--- config.mk ---
export PLATFORM = sky130hd
export DESIGN_NAME = ex_stage_reg
export DESIGN_NICKNAME = d
export VERILOG_FILES = /design/src/rtl/cond_pkg.sv /design/src/rtl/nzcv_reg.sv /design/src/rtl/ex_stage_reg.sv
export SDC_FILE = /design/constraint.sdc
export NUM_CORES = 1
export LEC_CHECK = 0
export BUFFER_PORTS_ARGS = -buffer_cell sky130_fd_sc_hd__buf_2
export CAP_MARGIN = 30
export CORE_UTILIZATION = 30
export CTS_BUF_LIST = sky130_fd_sc_hd__clkbuf_16
export DETAILED_ROUTE_END_ITERATION = 10
export PLACE_DENSITY = 0.6
export SYNTH_ARGS = -nofsm -noshare
export SYNTH_HDL_FRONTEND = slang
export SYNTH_SLANG_ARGS = --single-unit
--- constraint.sdc ---
create_clock -name clk -period 2 [get_ports clk]
set_input_delay 0.4 -clock clk [delete_from_list [all_inputs] [get_ports clk]]
set_output_delay 0.4 -clock clk [all_outputs]
set_load 0.01 [all_outputs]
--- src/rtl/cond_pkg.sv ---
// Shared types and constants for the conditional-execution path.
// Holds the condition codes, the NZCV bit positions and the flush FSM state type.
package cond_pkg;

    localparam logic [3:0] COND_AL = 4'd0;
    localparam logic [3:0] COND_EQ = 4'd1;
    localparam logic [3:0] COND_NE = 4'd2;
    localparam logic [3:0] COND_CS = 4'd3;
    localparam logic [3:0] COND_CC = 4'd4;
    localparam logic [3:0] COND_MI = 4'd5;
    localparam logic [3:0] COND_PL = 4'd6;
    localparam logic [3:0] COND_VS = 4'd7;
    localparam logic [3:0] COND_VC = 4'd8;
    localparam logic [3:0] COND_GE = 4'd9;
    localparam logic [3:0] COND_LT = 4'd10;
    localparam logic [3:0] COND_GT = 4'd11;
    localparam logic [3:0] COND_LE = 4'd12;
    localparam logic [3:0] COND_HI = 4'd13;
    localparam logic [3:0] COND_LS = 4'd14;

    localparam int FLAG_N = 3;
    localparam int FLAG_Z = 2;
    localparam int FLAG_C = 1;
    localparam int FLAG_V = 0;

    typedef enum logic {
        RUN   = 1'b0,
        FLUSH = 1'b1
    } flush_state_t;

    typedef logic [3:0] nzcv_t;

endpackage

--- src/rtl/nzcv_reg.sv ---
// Architectural NZCV flags register: 4 bits, async active-low reset, load enable.
module nzcv_reg
    import cond_pkg::*;
(
    input  logic  clk,
    input  logic  rst_n,
    input  logic  en,
    input  nzcv_t d,
    output nzcv_t q
);

    nzcv_t flags_q, flags_d;

    always_comb begin
        flags_d = en ? d : flags_q;
    end

    always_ff @(posedge clk or negedge rst_n) begin
        if (!rst_n) flags_q <= '0;
        else        flags_q <= flags_d;
    end

    assign q = flags_q;

endmodule

--- src/rtl/ex_stage_reg.sv ---
// ID/EX boundary register for the conditional-execution path: latches decode control,
// owns the NZCV flags, detects the branch flag hazard and sequences post-branch flushes.
module ex_stage_reg
    import cond_pkg::*;
#(
    parameter int PAYLOAD_W    = 64,
    parameter int FLUSH_CYCLES = 2
) (
    input  logic                 clk,
    input  logic                 rst_n,
    input  logic                 stall_i,
    input  logic                 flush_i,
    input  logic                 valid_d,
    input  logic [3:0]           cond_d,
    input  logic                 branch_d,
    input  logic [1:0]           flags_write_d,
    input  logic [PAYLOAD_W-1:0] payload_d,
    input  logic [3:0]           flags_next,
    input  logic                 cond_ex,
    output logic                 valid_e,
    output logic [3:0]           cond_e,
    output logic                 branch_e,
    output logic [1:0]           flags_write_e,
    output logic [PAYLOAD_W-1:0] payload_e,
    output logic [3:0]           flags_q,
    output logic                 flag_stall_d,
    output logic                 branch_taken,
    output logic                 flush_fd
);

    localparam logic [2:0] CNT_INIT = 3'(FLUSH_CYCLES - 1);

    logic                 valid_e_q, valid_e_d;
    logic [3:0]           cond_e_q, cond_e_d;
    logic                 branch_e_q, branch_e_d;
    logic [1:0]           fw_e_q, fw_e_d;
    logic [PAYLOAD_W-1:0] payload_e_q, payload_e_d;
    flush_state_t         state_q, state_d;
    logic [2:0]           cnt_q, cnt_d;
    logic                 bubble;

    always_comb begin
        branch_taken = valid_e_q & branch_e_q & cond_ex & ~stall_i;
        flag_stall_d = valid_d & branch_d & valid_e_q & (|fw_e_q) & ~branch_taken
                     & (state_q == RUN);
        flush_fd     = branch_taken | (state_q == FLUSH);

        valid_e_d   = valid_e_q;
        cond_e_d    = cond_e_q;
        branch_e_d  = branch_e_q;
        fw_e_d      = fw_e_q;
        payload_e_d = payload_e_q;
        state_d     = state_q;
        cnt_d       = cnt_q;
        bubble      = 1'b0;

        if (stall_i) begin
            bubble = 1'b0;
        end else if (flush_i) begin
            bubble  = 1'b1;
            cnt_d   = '0;
            state_d = RUN;
        end else if (branch_taken) begin
            bubble  = 1'b1;
            cnt_d   = CNT_INIT;
            state_d = (FLUSH_CYCLES > 1) ? FLUSH : RUN;
        end else if (state_q == FLUSH) begin
            bubble  = 1'b1;
            cnt_d   = cnt_q - 3'd1;
            state_d = (cnt_q == 3'd1) ? RUN : FLUSH;
        end else if (flag_stall_d) begin
            bubble = 1'b1;
        end else begin
            // Control of an empty decode slot is zeroed; the payload is opaque and loads anyway.
            valid_e_d   = valid_d;
            cond_e_d    = valid_d ? cond_d : COND_AL;
            branch_e_d  = valid_d & branch_d;
            fw_e_d      = valid_d ? flags_write_d : 2'b00;
            payload_e_d = payload_d;
        end

        if (bubble) begin
            valid_e_d  = 1'b0;
            cond_e_d   = COND_AL;
            branch_e_d = 1'b0;
            fw_e_d     = 2'b00;
        end
    end

    always_ff @(posedge clk or negedge rst_n) begin
        if (!rst_n) begin
            valid_e_q   <= 1'b0;
            cond_e_q    <= COND_AL;
            branch_e_q  <= 1'b0;
            fw_e_q      <= 2'b00;
            payload_e_q <= '0;
            state_q     <= RUN;
            cnt_q       <= '0;
        end else begin
            valid_e_q   <= valid_e_d;
            cond_e_q    <= cond_e_d;
            branch_e_q  <= branch_e_d;
            fw_e_q      <= fw_e_d;
            payload_e_q <= payload_e_d;
            state_q     <= state_d;
            cnt_q       <= cnt_d;
        end
    end

    // The instruction leaving EX commits its flags even when EX is refilled with a bubble.
    nzcv_reg u_nzcv (
        .clk   (clk),
        .rst_n (rst_n),
        .en    (~stall_i & valid_e_q),
        .d     (flags_next),
        .q     (flags_q)
    );

    assign valid_e       = valid_e_q;
    assign cond_e        = cond_e_q;
    assign branch_e      = branch_e_q;
    assign flags_write_e = fw_e_q;
    assign payload_e     = payload_e_q;

endmodule
Word-level counts from Yosys, hierarchy flattened

Index checks and enable logic that the tools add are counted.

Input port bits: 81
Output and inout bits: 79
Bits in registers: 80
Logic and storage cells: 73

Reduce and logical (&&, ||, !) cells: 5
Eq/ne operators: 6
Bitwise logic cells: 15
$add $sub $neg: 1
Muxes and demuxes: 38

Operator list:

| operator            | number |
|---|---|
| $mux 4              | 7 |
| $mux 1              | 21 |
| $mux 2              | 7 |
| $ne 2x1->1 const B  | 5 |
| $reduce_and 5->1    | 2 |
| $and 1x1->1         | 9 |
| $mux 3              | 3 |
| $not 1->1           | 5 |
| $eq 3x1->1 const B  | 1 |
| $reduce_bool 3->1   | 1 |
| $sub 3x1->3 const B | 1 |
| $reduce_and 2->1    | 1 |
| $reduce_or 2->1     | 1 |
| $or 1x1->1          | 1 |

Depth between registers and ports, before layout

Gate-level depths: netlist of the first run.

Depth after elaboration: 13
Mapped depth: 6
Gate-level depth less buffers: 5

Modules after synthesis

From an unflattened synthesis of the first run, not the netlist that was laid out.

Cell total of the unflattened synthesis: 197
Area, all modules: 3374.5 µm²

By module, submodules not included:

| module       | sequential area each (µm²) | times used | area an instance (µm²) | cells an instance |
|---|---|---|---|---|
| ex_stage_reg | 1901.8                     | 1          | 3229.3                 | 189 |
| nzcv_reg     | 100.1                      | 1          | 145.1                  | 8 |

Worst setup path after synthesis of the first run

OpenSTA, ideal clock, no wires.

Kind: input to register
Start point: input stall_i
End point: register payload_e_q[0], in the netlist payload_e[0]
Stages: 6
Buffers on the path: 3
Arrival: 1.771 ns
Path slack: 0.103 ns
Setup time: 0.125 ns
Required time: 1.875 ns
Cells stage by stage: buf_6 -> or3_4 -> a211o_1 -> buf_6 -> buf_12 -> mux2_4

Word-level cells in the longest chain between the ends: 7

RTL lines:

| element                        | RTL line            | text |
|---|---|---|
| start: declaration             | ex_stage_reg.sv:11  | `input logic stall_i,` |
| $not 1->1 (no line) (*)        | -                   |  |
| $and 1x1->1                    | ex_stage_reg.sv:43  | `branch_taken = valid_e_q & branch_e_q & cond_ex & ~stall_i;` |
| $not 1->1 (no line)            | -                   |  |
| $and 1x1->1                    | ex_stage_reg.sv:44  | `flag_stall_d = valid_d & branch_d & valid_e_q & (\|fw_e_q) & ~branch_taken` |
| $and 1x1->1                    | ex_stage_reg.sv:45  | `& (state_q == RUN);` |
| $not 1->1 (no line)            | -                   |  |
| $reduce_and 5->1 (no line) (*) | -                   |  |
| end signal: assignment         | ex_stage_reg.sv:104 | `payload_e_q <= payload_e_d;` |
| end: declaration               | ex_stage_reg.sv:37  | `logic [PAYLOAD_W-1:0] payload_e_q, payload_e_d;` |

Mark *: on every way between the ends. The rest lies on a longest branch, timed or not.
A chain may end at the register's enable or synchronous reset.

Worst setup path after layout of the first run

Start point: register valid_e_q, in the netlist valid_e
End point: output flag_stall_d

Word-level cells in the longest chain between the ends: 6
Elaborated cells on any way between the ends: 8
Classes of those cells: bitwise: 8

RTL lines:

| element                   | RTL line            | text |
|---|---|---|
| start: declaration        | ex_stage_reg.sv:33  | `logic valid_e_q, valid_e_d;` |
| start signal: assignment  | ex_stage_reg.sv:100 | `valid_e_q <= valid_e_d;` |
| $and 1x1->1 (3 in series) | ex_stage_reg.sv:43  |  |
| $not 1->1 (no line)       | -                   |  |
| $and 1x1->1 (*)           | ex_stage_reg.sv:44  |  |
| $and 1x1->1 (*)           | ex_stage_reg.sv:45  |  |
| end: declaration          | ex_stage_reg.sv:26  | `output logic flag_stall_d,` |

Marks and branches as above.

==> results of run 1 <==
## worst min-delay path by stage
stage | slack, ns | depth (start not counted) | endpoint
CTS | 0.26 | 2 | flags_write_e[0]
global route | 0.27 | 2 | flags_write_e[0]
floorplan | 0.10 | 0 | branch_e
detailed placement | 0.32 | 1 | payload_e[61]
finish | 0.27 | 2 | flags_write_e[0]
global placement | 0.32 | 1 | payload_e[62]
## report_power, final
group / switching [mW] / internal, mW / total, mW
Sequential: 0.134 / 1.86 / 1.99
Combinational: 0.389 / 0.547 / 0.936
Clock: 0.634 / 1.08 / 1.72
Total: 1.16 / 3.49 / 4.65
## final cells by class
type | count | area (um2) | share of cell area, %
timing repair buffer | 168 | 905.9 | 19.26
sequential | 80 | 2002 | 42.56
tap | 140 | 175.2 | 3.724
clock inverter | 7 | 86.33 | 1.836
inverter | 3 | 11.26 | 0.2394
clock buffer | 9 | 225.2 | 4.789
multi-input combinational | 106 | 1297 | 27.59
## repair_timing
| action | CTS | global route |
|---|---|---|
| hold buffers | 1 | 0 |
| resized for setup | 1 | 0 |
| hold endpoints to repair | 23 | 0 |
| setup endpoints to repair | 1 | 0 |
| setup buffers | 0 | 0 |
## layer usage
| metal | global-route usage (%) | routed length [um] | vias to the layer above |
|---|---|---|---|
| met5 | 0 | 0 | - |
| met4 | 6.571 | 150 | 0 |
| li1 | - | - | 1043 |
| met1 | 14.82 | 3054 | 1106 |
| met3 | 4.782 | 652 | 13 |
| met2 | 20.08 | 3560 | 95 |
## critical path, delay by kind of cell, from the launching register on
kind / cells / cell delay (ns)
flip-flops: 1 / 0.44
AND/OR/NAND/NOR: 1 / 0.31
AO/OA/AOI/OAI: 1 / 0.26
buffers and inverters: 1 / 0.18
## state kept, by name (all words and copies together) (netlist names)
register and cells:
u_nzcv.q 4, flags_write_e 2, valid_e 1, cnt_q 3, payload_e 64, branch_e 1, state_q 1, cond_e 4
## logic make-up (layout without fill, tap and decap cells)
kind of cell,count (synthesis),after routing
compound gates,17,17
fa+ha+maj,2,2
buf+inv,14,187
flops,80,80
mux,69,69
simple gates,18,18
## placed cells by master (no fill, tap or decap), types with 2 or more instances in the layout
cell | synthesis | final
sky130_fd_sc_hd__buf_12 | 6 | 3
sky130_fd_sc_hd__a22o_1 | 8 | 8
sky130_fd_sc_hd__clkinv_2 | 0 | 3
sky130_fd_sc_hd__nor3_1 | 3 | 3
sky130_fd_sc_hd__buf_2 | 2 | 158
sky130_fd_sc_hd__inv_1 | 3 | 3
sky130_fd_sc_hd__buf_4 | 0 | 6
sky130_fd_sc_hd__mux2_4 | 60 | 60
sky130_fd_sc_hd__a21o_1 | 2 | 2
sky130_fd_sc_hd__o21ai_0 | 2 | 2
sky130_fd_sc_hd__nor2b_1 | 2 | 2
sky130_fd_sc_hd__nand2_1 | 3 | 3
sky130_fd_sc_hd__bufinv_16 | 0 | 2
sky130_fd_sc_hd__a21oi_1 | 2 | 2
sky130_fd_sc_hd__dfrtp_1 | 80 | 80
sky130_fd_sc_hd__clkbuf_16 | 0 | 9
sky130_fd_sc_hd__mux2_2 | 8 | 8
sky130_fd_sc_hd__ha_1 | 2 | 2
==> results.toml, run 1 <==
[clocking]
clock_sink_count = 80
clk_root_buf = "sky130_fd_sc_hd__clkbuf_16"
cts_tree = "done"
count_of_h_tree_levels_built_during_cts = 3
clk_pin_slew_ns = 0.06
cts_max_path_buffers = 2
cts-buffers-inserted = 9
insertion_delay_ns = 0.34

[setup_path]
worst_path_cell_trace = "o211a_1 -> nor4bb_2 -> buf_2"
crit_arrival_ns = 1.52
criticalPathCategory = "register to primary output"
critical_path.max_fanout = 6
reg2reg_setup_slack_ns = 0.20
worst_setup_path_end_kind = "primary output"
critical-path-slowest-cell = "sky130_fd_sc_hd__dfrtp_1"
crit-reg2reg-capture = "payload_e[8]"
cp-start-kind = "register"
logic_depth_of_the_worst_register_to_register_path = 4
worst_setup_path_startpoint = "valid_e"
critical_path.reg2reg.startpoint = "state_q"
cp_slowest_stage_delay_ns = 0.44
required_ns = 1.60
worst_setup_path_endpoint = "flag_stall_d"

[synth]
dominant_combinational_cell_family_by_area_after_synthesis = "multiplexers"
post-synth-top-area-cell = "sky130_fd_sc_hd__dfrtp_1"
synth_area_leaders = "sky130_fd_sc_hd__dfrtp_1, sky130_fd_sc_hd__mux2_4, sky130_fd_sc_hd__buf_12"
yosys-mux-area-fraction_pct = 29.00
synth_seq_area_share_pct = 57.99
synthesis.instances = 200
post_synth_and_or_nand_nor_area_fraction_pct = 3.625
synth_cell_type_count = 29
syn_nets = 283
yosys.cell_count.top_type = "sky130_fd_sc_hd__dfrtp_1"
synth_xor_area_share_pct = 0
share_of_the_synthesized_area_in_the_top_cell_type_pct = 57.99
synth_compound_area_share_pct = 3.806
synth-main-ff-cell = "sky130_fd_sc_hd__dfrtp_1"
synth-async-reset-ratio_pct = 100.0
number_of_synthesized_flops_with_an_enable_pin = 0
post_synth.cell_area_avg_um2 = 17.26
synth_warnings = 0
synth_register_bits = 80
total_standard_cell_area_after_synthesis_um2 = 3452
synth_top_cells_by_count = "sky130_fd_sc_hd__dfrtp_1, sky130_fd_sc_hd__mux2_4, sky130_fd_sc_hd__a22o_1, sky130_fd_sc_hd__mux2_2, sky130_fd_sc_hd__buf_12"
synth_fa_ha_area_share_pct = 0.7249

[route]
route.vias.total = 2257
drcViolationCount = 0
drt_iter0_markers = 74
drt_first_pass_iters = 4
wl_per_cell_um = 14.46
route.detailed.vias_per_inst = 4.400
ant_nets = 0
routed_wl_mm = 7.418

[grt]
overflow = 0
antenna_found_initial = 0
maximum_number_of_pins_on_one_net_before_global_route_repair = 39
groute.usage.overall_pct = 12.64
grt_pass1_vias = 2294
grt_first_pass_wirelength_mm = 11.21

[power_and_ir_drop]
worst_ir_drop_vdd_mv = 0.5225
leakagePower_nw = 2.528
total_power_mw = 4.646
p_per_area_nw_per_um2 = 987.7

[place]
pre_cts_slack_ns = 0.05656
placed_cell_area_um2 = 4375
place.detailed.instances = 496
place.detailed.hpwl_mm = 5.411
port_buffers = 159
gpl.final_weighted_congestion = 0.6741

[sta]
setup_viol_count_final = 0
worst_max_slew_margin_expressed_relative_to_the_limit_pct = 76.56
slew_viol_final = 0
max_freq_ghz = 0.5199
fin_skew_ns = 0.007586
final.min_clock_period_ns = 1.923
final_critical_path_setup_slack_ns = 0.07670
fin_crit_share_pct = 96.16
timing.hold.ws_ns = 0.2739
tightest_slew_ns = 0.3509
totalNegativeSetupSlack_ns = 0
setup_repair_after_global_routing_missed_its_margin = "false"
final_hold_viol_count = 0

[cells_and_area]
antennaDiodeCount = 0
n_fill_cell = 1055
final_core_util_pct = 42.64
finalNetCount = 451
layout-drive-gt1-share_pct = 68.36
layout-area-overhead-vs-synth_pct = 36.24
stdcell_count = 513
stdcell_area_um2 = 4703

[floorplanning]
core.rowCount = 38
floorplan.io_pins = 160
die_x_um = 109.3
die_h_um = 109.3
dieArea_um2 = 11940
core_region_area_um2 = 11030
initial_core_utilization_pct = 31.30

[flow_run]
cap_violations = 0

[run_status]
outcome = "complete, no violations"

[hold_path]
worstHoldStart = "flags_write_d[0]"
hold_path_class = "input pin to register"
Power figures use the tool's default switching activity.
==> inputs of run 2 (changes only) <==
Settings changed: PLACE_DENSITY 0.6 to 0.58.
Clock period 2 ns to 2.3 ns, I/O delays scaled along.
==> run 2 against run 1 <==
Compared with the run above:
- final cell count is 0.97% lower
- sequential cell count unchanged
- routed wire length is 0.53% lower
- register-to-register slack better by 0.10 ns
- first-iteration DRC count is 12% lower
- critical path type is now input pin to primary output
- combinational power fell by 14%
- clock skew fell by 0.0028 ns
- power fell by 12%
==> results.toml, run 2 (same netlist as run 1, synthesis figures left out) <==
[floorplanning]
die_x_um = 109.3
die_h_um = 109.3
core.rowCount = 38
dieArea_um2 = 11940
floorplan.io_pins = 160
initial_core_utilization_pct = 31.30
core_region_area_um2 = 11030

[place]
place.detailed.instances = 492
place.detailed.hpwl_mm = 5.360
port_buffers = 159
gpl.final_weighted_congestion = 0.6886

[setup_path]
criticalPathCategory = "input pin to primary output"
required_ns = 1.84
critical_path.reg2reg.startpoint = "state_q"
critical-path-slowest-cell = "sky130_fd_sc_hd__and4b_1"
path_common_cell = "sky130_fd_sc_hd__buf_2"
cp-start-kind = "input pin"
critical_path.max_fanout = 18
worst_path_cell_trace = "buf_2 -> buf_4 -> and4b_1 -> nor4bb_1 -> buf_2"
cp_slowest_stage_delay_ns = 0.32
worst_setup_path_end_kind = "primary output"
path_delay_family = "simple AND/OR/NAND/NOR gates"
crit_buf_inv = 3
crit-reg2reg-capture = "payload_e[35]"
crit_arrival_ns = 1.56
logic_depth_of_the_worst_register_to_register_path = 4
reg2reg_setup_slack_ns = 0.30

[flow_run]
cap_violations = 0

[sta]
timing.hold.ws_ns = 0.09252
slew_viol_final = 0
totalNegativeSetupSlack_ns = 0
final.min_clock_period_ns = 2.021
max_freq_ghz = 0.4947
final_hold_viol_count = 0
tightest_slew_ns = 0.6999
fin_crit_share_pct = 87.88
worst_max_slew_margin_expressed_relative_to_the_limit_pct = 53.22
setup_viol_count_final = 0
setup_repair_after_global_routing_missed_its_margin = "false"
fin_skew_ns = 0.004796

[clocking]
cts_tree = "done"
clk_pin_slew_ns = 0.06
clock_sink_count = 80
cts-buffers-inserted = 9
buffers_inserted_by_post_cts_timing_repair = 0
insertion_delay_ns = 0.33
clk_root_buf = "sky130_fd_sc_hd__clkbuf_16"
post_cts_hold_buffer_count = 0
cts_max_path_buffers = 2
count_of_h_tree_levels_built_during_cts = 3
postCtsResizedCells = 0

[route]
drt_iter0_markers = 65
wl_per_cell_um = 14.53
route.vias.total = 2248
ant_nets = 0
route.detailed.vias_per_inst = 4.425
routed_wl_mm = 7.379
drt_first_pass_iters = 4
drcViolationCount = 0

[power_and_ir_drop]
leakagePower_nw = 2.497
p_per_area_nw_per_um2 = 875.0
worst_ir_drop_vdd_mv = 0.5009

[grt]
antenna_found_initial = 0
groute.usage.overall_pct = 12.73
grt_pass1_vias = 2291
overflow = 0
maximum_number_of_pins_on_one_net_before_global_route_repair = 42
grt_first_pass_wirelength_mm = 11.33

[cells_and_area]
antennaDiodeCount = 0
layout-drive-gt1-share_pct = 67.93
largest_register_ffs = 64
final_cell_mix = "sky130_fd_sc_hd__buf_2, sky130_fd_sc_hd__dfrtp_1, sky130_fd_sc_hd__mux2_4"
finalNetCount = 446
layout-area-overhead-vs-synth_pct = 34.83
stdcell_count = 508
final_common_cell = "sky130_fd_sc_hd__buf_2"

[run_status]
outcome = "complete, no violations"

[hold_path]
hold_path_class = "input pin to async pin"
run 2: stage by stage:
step / utilization (%) / total power, mW / instance area [um2] / setup slack [ns]
2_1_floorplan: - / 2.224 / 3452 / 0.3435
3_3_place_gp: 39.28 / 2.552 / 4333 / 0.2394
3_5_place_dp: 39.28 / 2.576 / 4333 / 0.2109
4_1_cts: 42.20 / 4.150 / 4654 / 0.2744
5_1_grt: 42.20 / 4.285 / 4654 / 0.1990
6_report: 42.20 / 4.073 / 4654 / 0.2787
run 2: worst reg2reg max path, stage by stage (launching register included):
cell and delay, ns:
sky130_fd_sc_hd__dfrtp_1 0.48, sky130_fd_sc_hd__or3_4 0.43, sky130_fd_sc_hd__a211o_4 0.33, sky130_fd_sc_hd__buf_4 0.27
sky130_fd_sc_hd__mux2_4 0.37
run 2: power breakdown:
part	leakage [nW]	internal (mW)	switching, mW
clock network	0.153	0.952	0.583
logic	1.38	0.470	0.336
registers	0.962	1.62	0.115
total	2.50	3.04	1.03
run 2: layer usage:
layer	wire (um)	global-route usage [%]	up-vias
li1	-	-	1035
met2	3577	20.75	101
met1	3085	15.08	1103
met5	0	0	-
met3	587	4.603	9
met4	129	5.429	0
run 2: layout make-up:
cell class	instances	area [um2]
well taps	140	175.2
flip-flops and latches	80	2002
multi-input cells	106	1291
inverters	3	11.26
repair buffers	163	853.3
fillers	1043	6376
clock inverters	7	96.34
clock buffers	9	225.2
run 2: how the worst max path moves through the flow:
| stage | start | end | slack [ns] | cells past startpoint |
|---|---|---|---|---|
| after global placement | stall_i | payload_e[9] | 0.24 | 5 |
| after detailed placement | stall_i | payload_e[8] | 0.21 | 5 |
| after floorplan | stall_i | payload_e[0] | 0.34 | 6 |
| after global routing | valid_e | flag_stall_d | 0.20 | 3 |
| after CTS | stall_i | flush_fd | 0.27 | 5 |
| final | stall_i | flag_stall_d | 0.28 | 5 |
==> inputs of run 3 (changes only) <==
Clock period 2.3 ns to 1.9 ns, I/O delays scaled along.
==> run 3 against run 2 <==
Compared with the run above:
- register-to-register slack worse by 0.19 ns
- count of clock-buffer cells in the layout stayed put
- sequential cell count unchanged
- largest cell class unchanged
- final cell count grew 1.6%
- largest power group unchanged
==> results.toml, run 3 (same netlist as run 1, synthesis figures left out) <==
[run_status]
outcome = "complete, no violations"

[route]
drcViolationCount = 0
drt_iter0_markers = 59
ant_nets = 0
route.detailed.vias_per_inst = 4.384
routed_wl_mm = 7.205
route.vias.total = 2262
wl_per_cell_um = 13.96
drt_first_pass_iters = 3

[grt]
grt_pass1_vias = 2332
routing_layer_with_the_top_usage_in_global_route = "met2"
globalRouteMet1Util_pct = 14.06
global_route.usage.met3_pct = 4.662
overflow = 0
use_met2_pct = 20.26
antenna_found_initial = 0
grt_first_pass_wirelength_mm = 10.94
groute.usage.overall_pct = 12.14
maximum_number_of_pins_on_one_net_before_global_route_repair = 42

[floorplanning]
die_h_um = 109.3
core_region_area_um2 = 11030
floorplan.io_pins = 160
die_x_um = 109.3
core.rowCount = 38
dieArea_um2 = 11940
initial_core_utilization_pct = 31.30

[place]
pre_cts_slack_ns = -0.008698
place.detailed.hpwl_mm = 5.154
port_buffers = 159
gpl.final_weighted_congestion = 0.6996

[clocking]
cts_tree = "done"
insertion_delay_ns = 0.33
clock_sink_count = 80
cts_max_path_buffers = 2
count_of_h_tree_levels_built_during_cts = 3
clk_root_buf = "sky130_fd_sc_hd__clkbuf_16"
cts-buffers-inserted = 9
clk_pin_slew_ns = 0.06

[setup_path]
crit_arrival_ns = 1.48
cp-start-kind = "register"
critical_path.max_fanout = 6
reg2reg_setup_slack_ns = 0.11
required_ns = 1.52
worst_setup_path_end_kind = "primary output"
criticalPathCategory = "register to primary output"

[cells_and_area]
largest_register_ffs = 64
antennaDiodeCount = 0
n_fill_cell = 1025
layout-drive-gt1-share_pct = 69.68
layout-area-overhead-vs-synth_pct = 37.84
finalNetCount = 455
final_cell_mix = "sky130_fd_sc_hd__buf_2, sky130_fd_sc_hd__dfrtp_1, sky130_fd_sc_hd__mux2_4"
final_common_cell = "sky130_fd_sc_hd__buf_2"

[sta]
worst_max_slew_margin_expressed_relative_to_the_limit_pct = 74.35
setup_viol_count_final = 0
fin_skew_ns = 0.004952
tightest_slew_ns = 0.3839
final_hold_viol_count = 0
fin_crit_share_pct = 97.89
final.min_clock_period_ns = 1.860
setup_repair_after_global_routing_missed_its_margin = "true"
final_critical_path_setup_slack_ns = 0.04015
totalNegativeSetupSlack_ns = 0
max_freq_ghz = 0.5377
slew_viol_final = 0
timing.hold.ws_ns = 0.2596

[power_and_ir_drop]
p_per_area_nw_per_um2 = 1035
worst_ir_drop_vdd_mv = 0.7358
leakagePower_nw = 2.540

[flow_run]
cap_violations = 0

[hold_path]
hold_path_class = "input pin to register"
==> run 3: cell type report <==
type                    instances  area (um2)  share of cell area, %
well taps                     140       175.2                  3.681
repair buffers                172       935.9                  19.67
inverters                       3       11.26                 0.2367
clock buffers                   9       225.2                  4.733
clock inverters                 6       92.59                  1.946
flip-flops and latches         80        2003                  42.10
multi-input cells             106        1315                  27.64
==> run 3: worst paths after layout <==
check,startpoint,endpoint,cells past startpoint
max,valid_e,flag_stall_d,3
min,flags_write_d[1],flags_write_e[1],2
max reg2reg,state_q,payload_e[52],4
min reg2reg,payload_e[17],payload_e[17],1
max in group asynchronous,rst_n,valid_e,3
min in group asynchronous,rst_n,payload_e[47],2
==> run 3: per-stage QoR <==
step                cells  util (%)  cell area (um2)  total power, mW
floorplan             200         -             3452            2.692
global placement      499     39.87             4398            3.099
detailed placement    499     39.87             4398            3.120
CTS                   515     42.84             4726            5.007
global route          516     43.14             4758            5.184
finish                516     43.14             4758            4.925
==> run 3: critical path: stages, from the launching register on <==
cell and delay, ns:
sky130_fd_sc_hd__dfrtp_2 0.44, sky130_fd_sc_hd__and4b_2 0.28, sky130_fd_sc_hd__nor4bb_4 0.26, sky130_fd_sc_hd__buf_2 0.17
==> run 3: routing by layer <==
layer	wire, um	part of all wire (%)
met1	3067	43
met2	3455	48
met3	574	8.0
met4	108	1.5
met5	0	0
==> run 3: power by group <==
group,internal (mW),switching (mW),leakage (nW)
clock,1.15,0.689,0.149
combinational,0.581,0.407,1.43
sequential,1.96,0.138,0.960
total,3.69,1.23,2.54
==> run 3: timing repair <==
action	CTS	global route
hold buffers	1	0
resized for setup	0	5
endpoints found under the hold margin	21	0
setup endpoints to repair	1	2
pin swaps	0	1
setup buffers	0	1
